==> src/rtl/exerion_input_cond.sv <==
// exerion_input_cond: conditions raw joystick bits into the active-low Exerion CONTROLS bus
module exerion_input_cond #(
  parameter logic [15:0] DEB_CYC      = 16'd20000,
  parameter logic [3:0]  COIN_FRAMES  = 4'd3,
  parameter logic [3:0]  COIN_GAP     = 4'd4,
  parameter logic [2:0]  TURBO_FRAMES = 3'd2
) (
  input  logic       clkm_20MHZ,
  input  logic       RESET_n,
  input  logic [8:0] joy_in,
  input  logic       vblank,
  input  logic       pause,
  input  logic       turbo_en,
  output logic [8:0] CONTROLS,
  output logic       coin_busy
);
  typedef enum logic [1:0] {IDLE, PULSE, GAP, WAIT_REL} coin_st_e;
  logic [8:0]  sync1_q, sync2_q, deb_q, deb_d;
  logic [15:0] cnt_q [9];
  logic [15:0] cnt_d [9];
  logic        vblank_q, frame_tick, turbo_wrap;
  logic [2:0]  tcnt_q, tcnt_d;
  logic        phase_q, phase_d;
  logic [7:0]  ctl_q, ctl_d;
  coin_st_e    st_q;
  logic [3:0]  fcnt_q;
  logic        coin_q, coin_prev_q;
  // Synchronisers and the vblank edge register keep running even while paused
  always_ff @(posedge clkm_20MHZ or negedge RESET_n)
    if (!RESET_n) begin
      sync1_q  <= '0;
      sync2_q  <= '0;
      vblank_q <= 1'b0;
    end else begin
      sync1_q  <= joy_in;
      sync2_q  <= sync1_q;
      vblank_q <= vblank;
    end
  assign frame_tick = vblank & ~vblank_q & ~pause;
  // Per-bit debounce: count consecutive disagreeing cycles, adopt the input after DEB_CYC of them
  always_comb begin
    deb_d = deb_q;
    for (int i = 0; i < 9; i++) begin
      cnt_d[i] = (sync2_q[i] == deb_q[i] || cnt_q[i] == DEB_CYC - 16'd1) ? 16'd0 : cnt_q[i] + 16'd1;
      deb_d[i] = (sync2_q[i] != deb_q[i] && cnt_q[i] == DEB_CYC - 16'd1) ? sync2_q[i] : deb_q[i];
    end
  end
  // Debounce state freezes while paused
  always_ff @(posedge clkm_20MHZ or negedge RESET_n)
    if (!RESET_n) begin
      deb_q <= '0;
      cnt_q <= '{default: '0};
    end else if (!pause) begin
      deb_q <= deb_d;
      cnt_q <= cnt_d;
    end
  assign turbo_wrap = tcnt_q == TURBO_FRAMES - 3'd1;
  // Turbo frame counter and phase; releasing shoot rearms so the next press fires at once
  always_comb begin
    tcnt_d  = !deb_q[4] ? 3'd0 : !frame_tick ? tcnt_q : turbo_wrap ? 3'd0 : tcnt_q + 3'd1;
    phase_d = !deb_q[4] ? 1'b1 : (frame_tick & turbo_wrap) ? ~phase_q : phase_q;
  end
  // Turbo state freezes while paused
  always_ff @(posedge clkm_20MHZ or negedge RESET_n)
    if (!RESET_n) begin
      tcnt_q  <= '0;
      phase_q <= 1'b1;
    end else if (!pause) begin
      tcnt_q  <= tcnt_d;
      phase_q <= phase_d;
    end
  // Active-low outputs; opposing directions pressed together release both
  always_comb begin
    ctl_d[0]   = ~(deb_q[0] & ~deb_q[1]);
    ctl_d[1]   = ~(deb_q[1] & ~deb_q[0]);
    ctl_d[2]   = ~(deb_q[2] & ~deb_q[3]);
    ctl_d[3]   = ~(deb_q[3] & ~deb_q[2]);
    ctl_d[4]   = turbo_en ? ~(deb_q[4] & phase_q) : ~deb_q[4];
    ctl_d[7:5] = ~deb_q[7:5];
  end
  // Output register holds its last value while paused
  always_ff @(posedge clkm_20MHZ or negedge RESET_n)
    if (!RESET_n) ctl_q <= 8'hFF;
    else if (!pause) ctl_q <= ctl_d;
  // Coin FSM: one frame-timed pulse per press, then a gap, then wait for release
  always_ff @(posedge clkm_20MHZ or negedge RESET_n)
    if (!RESET_n) begin
      st_q        <= IDLE;
      fcnt_q      <= '0;
      coin_q      <= 1'b1;
      coin_prev_q <= 1'b0;
    end else if (!pause) begin
      coin_prev_q <= deb_q[8];
      case (st_q)
        IDLE:
          if (deb_q[8] & ~coin_prev_q) begin
            st_q   <= PULSE;
            fcnt_q <= '0;
            coin_q <= 1'b0;
          end
        PULSE:
          if (frame_tick) begin
            if (fcnt_q == COIN_FRAMES - 4'd1) begin
              st_q   <= GAP;
              fcnt_q <= '0;
              coin_q <= 1'b1;
            end else fcnt_q <= fcnt_q + 4'd1;
          end
        GAP:
          if (frame_tick) begin
            if (fcnt_q == COIN_GAP - 4'd1) begin
              st_q   <= deb_q[8] ? WAIT_REL : IDLE;
              fcnt_q <= '0;
            end else fcnt_q <= fcnt_q + 4'd1;
          end
        WAIT_REL:
          if (!deb_q[8]) st_q <= IDLE;
        default: st_q <= IDLE;
      endcase
    end
  assign CONTROLS  = {coin_q, ctl_q};
  assign coin_busy = st_q != IDLE;
endmodule
==> config.mk <==
export PLATFORM = sky130hd
export DESIGN_NAME = exerion_input_cond
export DESIGN_NICKNAME = d
export VERILOG_FILES = /design/src/rtl/exerion_input_cond.sv
export SDC_FILE = /design/constraint.sdc
export NUM_CORES = 1
export LEC_CHECK = 0
export CORE_MARGIN = 2
export CORE_UTILIZATION = 49
export CTS_BUF_LIST = sky130_fd_sc_hd__clkbuf_8
export DETAILED_ROUTE_END_ITERATION = 8
export PLACE_DENSITY = 0.65
export SKIP_CTS_REPAIR_TIMING = 1
export SYNTH_ARGS = -nofsm -noshare
export SYNTH_HDL_FRONTEND = slang
export SYNTH_SLANG_ARGS = --single-unit
==> constraint.sdc <==
create_clock -name clkm_20MHZ -period 2.2 [get_ports clkm_20MHZ]
set_input_delay 0.44 -clock clkm_20MHZ [delete_from_list [all_inputs] [get_ports clkm_20MHZ]]
set_output_delay 0.44 -clock clkm_20MHZ [all_outputs]
set_load 0.05 [all_outputs]
==> results.sh, run 1 <==
export IMPL_outcome="finished, final reports clean"
export IMPL_io_buffers=23
export IMPL_ys_types=62
export IMPL_cts_root_buf="clkbuf_8"
export IMPL_crit_path_max_fanout=5
export IMPL_netlist_instances=1011
export IMPL_final_common_cell="dfrtp_1"
export IMPL_tritoncts="built"
export IMPL_power_mw=7.340
export IMPL_start_kind="flop"
export IMPL_critical_path_class="reg -> reg"
export IMPL_drcViolationCount=0
export IMPL_tns_ns=0
export IMPL_area_growth_pct=12.68
export IMPL_ir_worst_vdd_uv=582.8
export IMPL_fin_skew_ns=0.01111
export IMPL_via_per_inst=5.635
export IMPL_core_mm2=0.01946
export IMPL_synth_cell_area_mm2=0.009692
export IMPL_pre_cts_slack_ns=0.07236
export IMPL_initial_core_util_pct=49.80
export IMPL_drt_iter0_markers=440
export IMPL_fin_ws_ns=0.1105
export IMPL_hold_slack_ns=0.3550
export IMPL_finalSetupViolations=0
export IMPL_tightest_slew_ns=0.7939
export IMPL_cts_buffers=17
export IMPL_drive_gt1_share_pct=10.18
export IMPL_async_reset_ff_share_pct=100.0
export IMPL_clk_pin_slew_worst_paths_ns=0.10
export IMPL_min_period_over_period_pct=94.98
export IMPL_grt_first_pass_wirelength_mm=33.38
export IMPL_nFillCells=1747
export IMPL_placed_area_mm2=0.01043
export IMPL_grt_ovfl_total=0
export IMPL_finalHoldViolCount=0
export IMPL_drt_wirelength_per_cell_um=14.35
export IMPL_dieArea_mm2=0.02092
export IMPL_die_w_um=144.6
export IMPL_placed_cells=1302
export IMPL_crit_chain="or4_1 > or4_4 > nor3_2 > mux2_1"
export IMPL_max_slew_margin_rel_pct=46.88
export IMPL_cp_slowest_cell="or4_4"
export IMPL_grt_usage_pct=19.73
export IMPL_grt_pass1_vias=7125
export IMPL_dp_hpwl_mm=13.10
export IMPL_routabilityCongestion=0.8360
export IMPL_power_density_mw_per_mm2=672.2
export IMPL_period_minus_slack_ns=2.090
export IMPL_cp_end_kind="flop"
export IMPL_cts_buffer_depth=2
export IMPL_layout_common_cells="182 x dfrtp_1, 110 x nand2_1, 92 x nor2_1"
export IMPL_maxCapViolations=0
export IMPL_yosys_most_used_dff="dfrtp_1"
export IMPL_ios=24
export IMPL_required_ns=2.56
export IMPL_clk_latency_ns=0.48
export IMPL_min_path_type="reg -> reg"
export IMPL_rsz0062_at_grt="false"
export IMPL_cts_sinks=192
export IMPL_num_vias=7528
export IMPL_wl_mm=19.17
export IMPL_syn_num_nets=1041
export IMPL_slew_viol_final=0
export IMPL_worstPathArrival_ns=2.45
export IMPL_fp_dieH_um=144.6
export IMPL_ant_nets=0
export IMPL_fin_util_pct=56.11
export IMPL_nNetsFinal=1088
export IMPL_design_area_mm2=0.01092
export IMPL_leakagePower_nw=4.505
export IMPL_synth_area_per_cell_um2=9.586
export IMPL_antennaDiodeCount=0
export IMPL_max_freq_mhz=478.6
export IMPL_dr_pass1_iters=6
export IMPL_yosys_warnings=0
export IMPL_ys_seq_area_share_pct=49.70
export IMPL_grt_max_degree=54
export IMPL_antenna_found_initial=0
export IMPL_synth_edf_count=0
export IMPL_htree_num_levels=4
export IMPL_layout_cells_non_filler=1336
export IMPL_slowest_delay_ns=0.56
export IMPL_ys_ff_latch=192
export IMPL_fp_row_count=51
-- where the power goes --
group	internal (mW)	leakage [nW]	switching [mW]
Combinational	0.345	1.71	0.550
Sequential	3.70	2.57	0.197
Clock	1.21	0.223	1.34
Total	5.26	4.51	2.08
-- worst paths after layout --
path	startpoint	to	slack, ns	cells past startpoint
max	cnt_q[44]$_DFFE_PN0N_	deb_q[6]$_DFFE_PN0P_	0.11	4
min in group asynchronous	RESET_n	cnt_q[21]$_DFFE_PN0N_	0.47	2
max in group asynchronous	RESET_n	ctl_q[0]$_DFFE_PN1N_	1.06	3
max reg2reg	cnt_q[44]$_DFFE_PN0N_	deb_q[6]$_DFFE_PN0P_	0.11	4
min	sync1_q[6]$_DFF_PN0_	sync2_q[6]$_DFF_PN0_	0.35	0
min reg2reg	sync1_q[6]$_DFF_PN0_	sync2_q[6]$_DFF_PN0_	0.35	0
-- critical path: cells and delay by family (launching register included) --
family | cells | cell delay [ns]
flops | 1 | 0.43
simple gates | 3 | 1.21
mux | 1 | 0.33
-- layer usage --
| metal | GRT usage (%) | wire, um | up-vias |
|---|---|---|---|
| li1 | - | - | 3780 |
| met1 | 27.95 | 9579 | 3637 |
| met2 | 31.06 | 8890 | 92 |
| met3 | 3.841 | 531 | 19 |
| met4 | 5.570 | 170 | 0 |
| met5 | 0 | 0 | - |
-- final cells by class --
cell class / count / area [um2] / share of cell area [%]
clock buffer: 19 / 261.5 / 2.395
clock inverter: 13 / 176.4 / 1.615
inverter: 30 / 112.6 / 1.031
multi-input combinational: 754 / 4617 / 42.28
sequential: 192 / 4817 / 44.11
tap: 265 / 331.6 / 3.036
timing repair buffer: 63 / 604.3 / 5.534
-- state kept, by name (all words and copies together) (netlist names) --
register / flops
cnt_q: 144
deb_q: 9
sync1_q: 9
sync2_q: 9
ctl_q: 8
fcnt_q: 4
tcnt_q: 3
st_q: 2
coin_prev_q: 1
coin_q: 1
phase_q: 1
vblank_q: 1
-- synth_stat cells (15+ instances only) --
library cell	number	area, um2
o21ai_0	73	365.4
inv_1	29	108.9
or3_1	19	118.9
clkbuf_1	26	97.59
nor2_1	92	345.3
xnor2_1	50	437.9
dfrtp_1	182	4554
nor4_1	21	131.4
or4_1	15	112.6
nand2_1	110	412.9
a21oi_1	46	230.2
nor3_1	21	105.1
nand4_1	42	262.8
ha_1	16	200.2
nand3_1	52	260.3
xor2_1	26	227.7
-- cell families (layout without fill, tap and decap cells) --
| kind of cell | Yosys count | after routing | synth area share, % |
|---|---|---|---|
| flops | 192 | 192 | 49.70 |
| mux | 12 | 12 | 1.368 |
| fa+ha+maj | 16 | 16 | 2.066 |
| xor+xnor | 76 | 76 | 6.868 |
| compound gates | 184 | 184 | 11.40 |
| buf+inv | 65 | 125 | 2.659 |
| simple gates | 466 | 466 | 25.94 |
No activity file was read; power rests on OpenSTA's default activity.
==> run 2: changes to the inputs <==
Settings changed: CORE_MARGIN 2 to not set.
==> run 2 against run 1 <==
The run now ends with DRC left. Critical endpoint is now cnt_q[104]$_DFFE_PN0N_. Fmax grew 0.43%. Critical path depth grew 2. Combinational power grew 1%. Final area grew 0.29%. First-iteration DRC count shrank 2.3%. Critical path type unchanged. Clock-buffer cell count is the same. Highest routed layer unchanged. Core utilization grew 0.35 points. Flip-flop and latch count is the same. Setup slack gained 0.0089 ns. Largest power group unchanged.
==> results.sh, run 2 (synthesized netlist as in run 1, its figures left out) <==
export IMPL_power_mw=7.189
export IMPL_worstPathArrival_ns=2.46
export IMPL_ant_nets=0
export IMPL_required_ns=2.58
export IMPL_cp_top_family="compound AO/OA/AOI/OAI gates"
export IMPL_critical_path_class="reg -> reg"
export IMPL_num_vias=7544
export IMPL_area_growth_pct=13.00
export IMPL_slew_viol_final=0
export IMPL_largest_register="cnt_q"
export IMPL_die_w_um=142.6
export IMPL_p_sw_share_pct=27.37
export IMPL_fp_row_count=51
export IMPL_grt_usage_pct=20.15
export IMPL_finalHoldViolCount=0
export IMPL_drive_gt1_share_pct=10.43
export IMPL_max_slew_margin_rel_pct=50.18
export IMPL_power_density_mw_per_mm2=656.4
export IMPL_maxCapViolations=0
export IMPL_cts_buffers=17
export IMPL_tritoncts="built"
export IMPL_routabilityCongestion=0.8282
export IMPL_hold_depth=0
export IMPL_cp_depth=6
export IMPL_cts_buffer_depth=2
export IMPL_combPwrFrac_pct=12.6
export IMPL_outcome="finished, violations left"
export IMPL_min_period_over_period_pct=94.57
export IMPL_core_mm2=0.01940
export IMPL_crit_buf_inv=1
export IMPL_period_minus_slack_ns=2.081
export IMPL_seq_power_share_pct=54.2
export IMPL_drt_wirelength_per_cell_um=14.08
export IMPL_drt_iter0_markers=430
export IMPL_p_int_mw=5.221
export IMPL_cts_sinks=192
export IMPL_rrSetupSlack_ns=0.12
export IMPL_grt_ovfl_total=0
export IMPL_grt_max_degree=49
export IMPL_start_kind="flop"
export IMPL_drcViolationCount=2
export IMPL_initial_core_util_pct=49.96
export IMPL_clk_latency_ns=0.46
export IMPL_fp_dieH_um=142.6
export IMPL_grt_first_pass_wirelength_mm=33.11
export IMPL_cts_root_buf="clkbuf_8"
export IMPL_tightest_slew_ns=0.7375
export IMPL_min_to="sync2_q[0]$_DFF_PN0_"
export IMPL_ir_worst_vdd_uv=669.4
export IMPL_cp_slowest_cell="a41oi_1"
export IMPL_fin_skew_ns=0.01199
export IMPL_dieArea_mm2=0.02035
export IMPL_placed_area_mm2=0.01051
export IMPL_hold_start="sync1_q[0]$_DFF_PN0_"
export IMPL_crit_path_max_fanout=7
export IMPL_ios=24
export IMPL_dr_pass1_iters=6
export IMPL_layout_common_cells="182 x dfrtp_1, 110 x nand2_1, 90 x nor2_1"
export IMPL_p_clk_share_pct=33.2
export IMPL_rr_endpoint="cnt_q[104]$_DFFE_PN0N_"
export IMPL_finalSetupViolations=0
export IMPL_htree_num_levels=4
export IMPL_dp_hpwl_mm=13.18
export IMPL_largest_register_ffs=144
export IMPL_r2r_start="cnt_q[96]$_DFFE_PN0N_"
export IMPL_rsz0062_at_grt="false"
export IMPL_antennaDiodeCount=0
export IMPL_nNetsFinal=1091
export IMPL_final_common_cell="dfrtp_1"
export IMPL_clk_pin_slew_worst_paths_ns=0.09
export IMPL_via_per_inst=5.634
export IMPL_max_freq_mhz=480.6
export IMPL_crit_chain="ha_1 > and4_1 > a41oi_1 > buf_4 > o21ai_0 > a31oi_1"
export IMPL_min_path_type="reg -> reg"
export IMPL_slowest_delay_ns=0.66
export IMPL_antenna_found_initial=0
export IMPL_wl_mm=18.86
export IMPL_grt_pass1_vias=7048
export IMPL_cp_end_kind="flop"
export IMPL_ff2ff_path_depth=6
export IMPL_leakagePower_nw=4.523
export IMPL_design_area_mm2=0.01095
export IMPL_nFillCells=1758
export IMPL_io_buffers=23
export IMPL_violations="DRC"
export IMPL_switchingPower_mw=1.968
-- run 2: layout make-up --
cell class	instances	area (um2)	area share [%]
flip-flops and latches	192	4817	43.98
multi-input cells	754	4622	42.20
repair buffers	66	659.4	6.021
well taps	265	331.6	3.028
clock buffers	19	261.5	2.388
clock inverters	13	147.6	1.348
inverters	30	112.6	1.028
-- run 2: metrics by stage --
step / setup WS [ns] / cells / utilization, % / TNS [ns] / hold WS, ns
2_1_floorplan: 0.1926 / 1011 / - / 0 / 0.1444
3_3_place_gp: 0.1552 / 1306 / 54.17 / 0 / 0.3328
3_5_place_dp: 0.1260 / 1306 / 54.17 / 0 / 0.3358
4_1_cts: -0.08937 / 1338 / 56.28 / -0.5767 / -0.08563
5_1_grt: 0.02048 / 1339 / 56.46 / 0 / 0.3613
6_report: 0.1194 / 1339 / 56.46 / 0 / 0.3537
-- run 2: worst max-delay path by stage --
stage                                from                      to  slack [ns]
global placement    cnt_q[45]$_DFFE_PN0N_    deb_q[6]$_DFFE_PN0P_        0.16
CTS                    coin_q$_DFFE_PN1P_             CONTROLS[8]       -0.09
detailed placement                  pause   cnt_q[31]$_DFFE_PN0N_        0.13
finish              cnt_q[96]$_DFFE_PN0N_  cnt_q[104]$_DFFE_PN0N_        0.12
global route        cnt_q[96]$_DFFE_PN0N_  cnt_q[104]$_DFFE_PN0N_        0.02
floorplan           cnt_q[45]$_DFFE_PN0N_    deb_q[6]$_DFFE_PN0P_        0.19
-- run 2: per-layer routing --
| layer | up-vias | GRT usage [%] | share of wire [%] |
|---|---|---|---|
| li1 | 3787 | - | - |
| met1 | 3656 | 27.81 | 50 |
| met2 | 84 | 32.04 | 46 |
| met3 | 17 | 4.427 | 2.4 |
| met4 | 0 | 5.433 | 1.1 |
| met5 | - | 0 | 0 |
-- run 2: power by group through the flow --
stage	logic, mW	clock network (mW)	registers, mW
after global placement	0.899	0	3.96
after floorplan	0.594	0	3.92
final	0.908	2.38	3.90
after CTS	0.917	2.47	3.89
after detailed placement	0.915	0	3.96
after global routing	1.03	2.60	3.93
==> run 3: changes to the inputs <==
==> constraint.sdc (replaced) <==
create_clock -name clkm_20MHZ -period 2.2 [get_ports clkm_20MHZ]
set_input_delay 0.44 -clock clkm_20MHZ [delete_from_list [all_inputs] [get_ports clkm_20MHZ]]
set_output_delay 0.44 -clock clkm_20MHZ [all_outputs]
set_load 0.02 [all_outputs]
==> run 3 against run 2 <==
Flip-flop and latch count did not move. Largest power group unchanged. Fmax decreased by 1.3%. The flow now finishes without violations. Die area is the same.
==> results.sh, run 3 (synthesized netlist as in run 1, its figures left out) <==
export IMPL_finalSetupViolations=0
export IMPL_nFillCells=1774
export IMPL_start_kind="flop"
export IMPL_p_int_mw=5.066
export IMPL_drive_gt1_share_pct=10.59
export IMPL_tightest_slew_ns=0.6915
export IMPL_critical_path_class="reg -> reg"
export IMPL_required_ns=2.55
export IMPL_via_per_inst=5.654
export IMPL_cts_buffer_depth=2
export IMPL_clk_latency_ns=0.46
export IMPL_max_freq_mhz=474.3
export IMPL_ir_worst_vdd_uv=737.8
export IMPL_dr_pass1_iters=7
export IMPL_ios=24
export IMPL_grt_ovfl_total=0
export IMPL_core_mm2=0.01940
export IMPL_drt_iter0_markers=453
export IMPL_antennaDiodeCount=0
export IMPL_min_period_over_period_pct=95.84
export IMPL_fp_row_count=51
export IMPL_min_path_type="reg -> reg"
export IMPL_cp_end_kind="flop"
export IMPL_combPwrFrac_pct=12.2
export IMPL_grt_first_pass_wirelength_mm=33.72
export IMPL_seq_power_share_pct=55.1
export IMPL_wl_mm=19.31
export IMPL_worstPathArrival_ns=2.46
export IMPL_dp_hpwl_mm=13.14
export IMPL_io_buffers=23
export IMPL_power_density_mw_per_mm2=650.0
export IMPL_max_slew_margin_rel_pct=53.73
export IMPL_tns_ns=0
export IMPL_slowest_delay_ns=0.56
export IMPL_die_w_um=142.6
export IMPL_num_vias=7582
export IMPL_nNetsFinal=1093
export IMPL_maxCapViolations=0
export IMPL_fin_util_pct=56.10
export IMPL_fin_ws_ns=0.09148
export IMPL_crit_path_max_fanout=5
export IMPL_leakagePower_nw=4.455
export IMPL_design_area_mm2=0.01088
export IMPL_fin_skew_ns=0.01184
export IMPL_pre_cts_slack_ns=0.1060
export IMPL_crit_buf_inv=0
export IMPL_p_clk_share_pct=32.7
export IMPL_ant_nets=0
export IMPL_cp_slowest_cell="or4_4"
export IMPL_cts_root_buf="clkbuf_8"
export IMPL_finalHoldViolCount=0
export IMPL_antenna_found_initial=0
export IMPL_placed_area_mm2=0.01048
export IMPL_largest_register="cnt_q"
export IMPL_rsz0062_at_grt="false"
export IMPL_drt_wirelength_per_cell_um=14.40
export IMPL_cp_top_family="simple AND/OR/NAND/NOR gates"
export IMPL_grt_pass1_vias=7242
export IMPL_drcViolationCount=0
export IMPL_p_sw_share_pct=28.39
export IMPL_cts_buffers=17
export IMPL_cts_sinks=192
export IMPL_grt_usage_pct=20.41
export IMPL_largest_register_ffs=144
export IMPL_grt_max_degree=55
export IMPL_htree_num_levels=4
export IMPL_initial_core_util_pct=49.96
export IMPL_crit_chain="or4_1 > or4_4 > nor3_2 > mux2_1"
export IMPL_fp_dieH_um=142.6
export IMPL_switchingPower_mw=2.008
export IMPL_area_growth_pct=12.29
export IMPL_final_common_cell="dfrtp_1"
export IMPL_dieArea_mm2=0.02035
export IMPL_tritoncts="built"
export IMPL_slew_viol_final=0
export IMPL_outcome="finished, final reports clean"
export IMPL_layout_common_cells="182 x dfrtp_1, 110 x nand2_1, 92 x nor2_1"
export IMPL_period_minus_slack_ns=2.109
export IMPL_clk_pin_slew_worst_paths_ns=0.10
export IMPL_routabilityCongestion=0.8338
## run 3: cell types whose count changed in the layout (fill, tap and decap cells not counted), sizes merged
cell           before  now
clkdlybuf4s50      11   20
bufinv              3    2
inv                35   34
dlymetal6s2s        8    1
clkbuf             20   18
clkinvlp            2    6
## run 3: routing by layer
layer | share of wire [%] | wire length, um | global-route usage [%]
met1 | 49 | 9530 | 28.17
met3 | 2.9 | 552 | 3.722
met4 | 1.1 | 213 | 5.433
met2 | 47 | 9015 | 33.08
met5 | 0 | 0 | 0
## run 3: power groups by stage
| stage | Clock (mW) | Sequential [mW] | Combinational, mW |
|---|---|---|---|
| 2_1_floorplan | 0 | 3.92 | 0.562 |
| 4_1_cts | 2.39 | 3.89 | 0.876 |
| 5_1_grt | 2.52 | 3.93 | 0.989 |
| 3_3_place_gp | 0 | 3.96 | 0.859 |
| 3_5_place_dp | 0 | 3.96 | 0.871 |
| 6_report | 2.31 | 3.90 | 0.862 |
## run 3: final timing paths
check / from / endpoint / slack (ns) / depth (start not counted)
worst max register to register: cnt_q[45]$_DFFE_PN0N_ / deb_q[6]$_DFFE_PN0P_ / 0.09 / 4
worst min register to register: sync1_q[8]$_DFF_PN0_ / sync2_q[8]$_DFF_PN0_ / 0.36 / 0
worst max-delay path: cnt_q[45]$_DFFE_PN0N_ / deb_q[6]$_DFFE_PN0P_ / 0.09 / 4
max in group asynchronous: RESET_n / ctl_q[5]$_DFFE_PN1N_ / 0.96 / 3
worst min-delay path: sync1_q[8]$_DFF_PN0_ / sync2_q[8]$_DFF_PN0_ / 0.36 / 0
min in group asynchronous: RESET_n / cnt_q[22]$_DFFE_PN0N_ / 0.50 / 2
## run 3: stage by stage
stage                     power (mW)  instances  hold slack, ns
after floorplan                4.478       1011          0.1444
after global placement         4.817       1308          0.3332
after detailed placement       4.831       1308          0.3380
after CTS                      7.164       1340        -0.07352
after global routing           7.443       1341          0.3656
final                          7.074       1341          0.3603
## run 3: area by class of cell
| type | count | area (um2) | area share, % |
|---|---|---|---|
| Timing Repair Buffer | 68 | 611.8 | 5.622 |
| Inverter | 30 | 112.6 | 1.035 |
| Tap cell | 265 | 331.6 | 3.047 |
| Sequential cell | 192 | 4817 | 44.26 |
| Multi-Input combinational cell | 754 | 4617 | 42.42 |
| Clock inverter | 15 | 158.9 | 1.460 |
| Clock buffer | 17 | 234.0 | 2.150 |
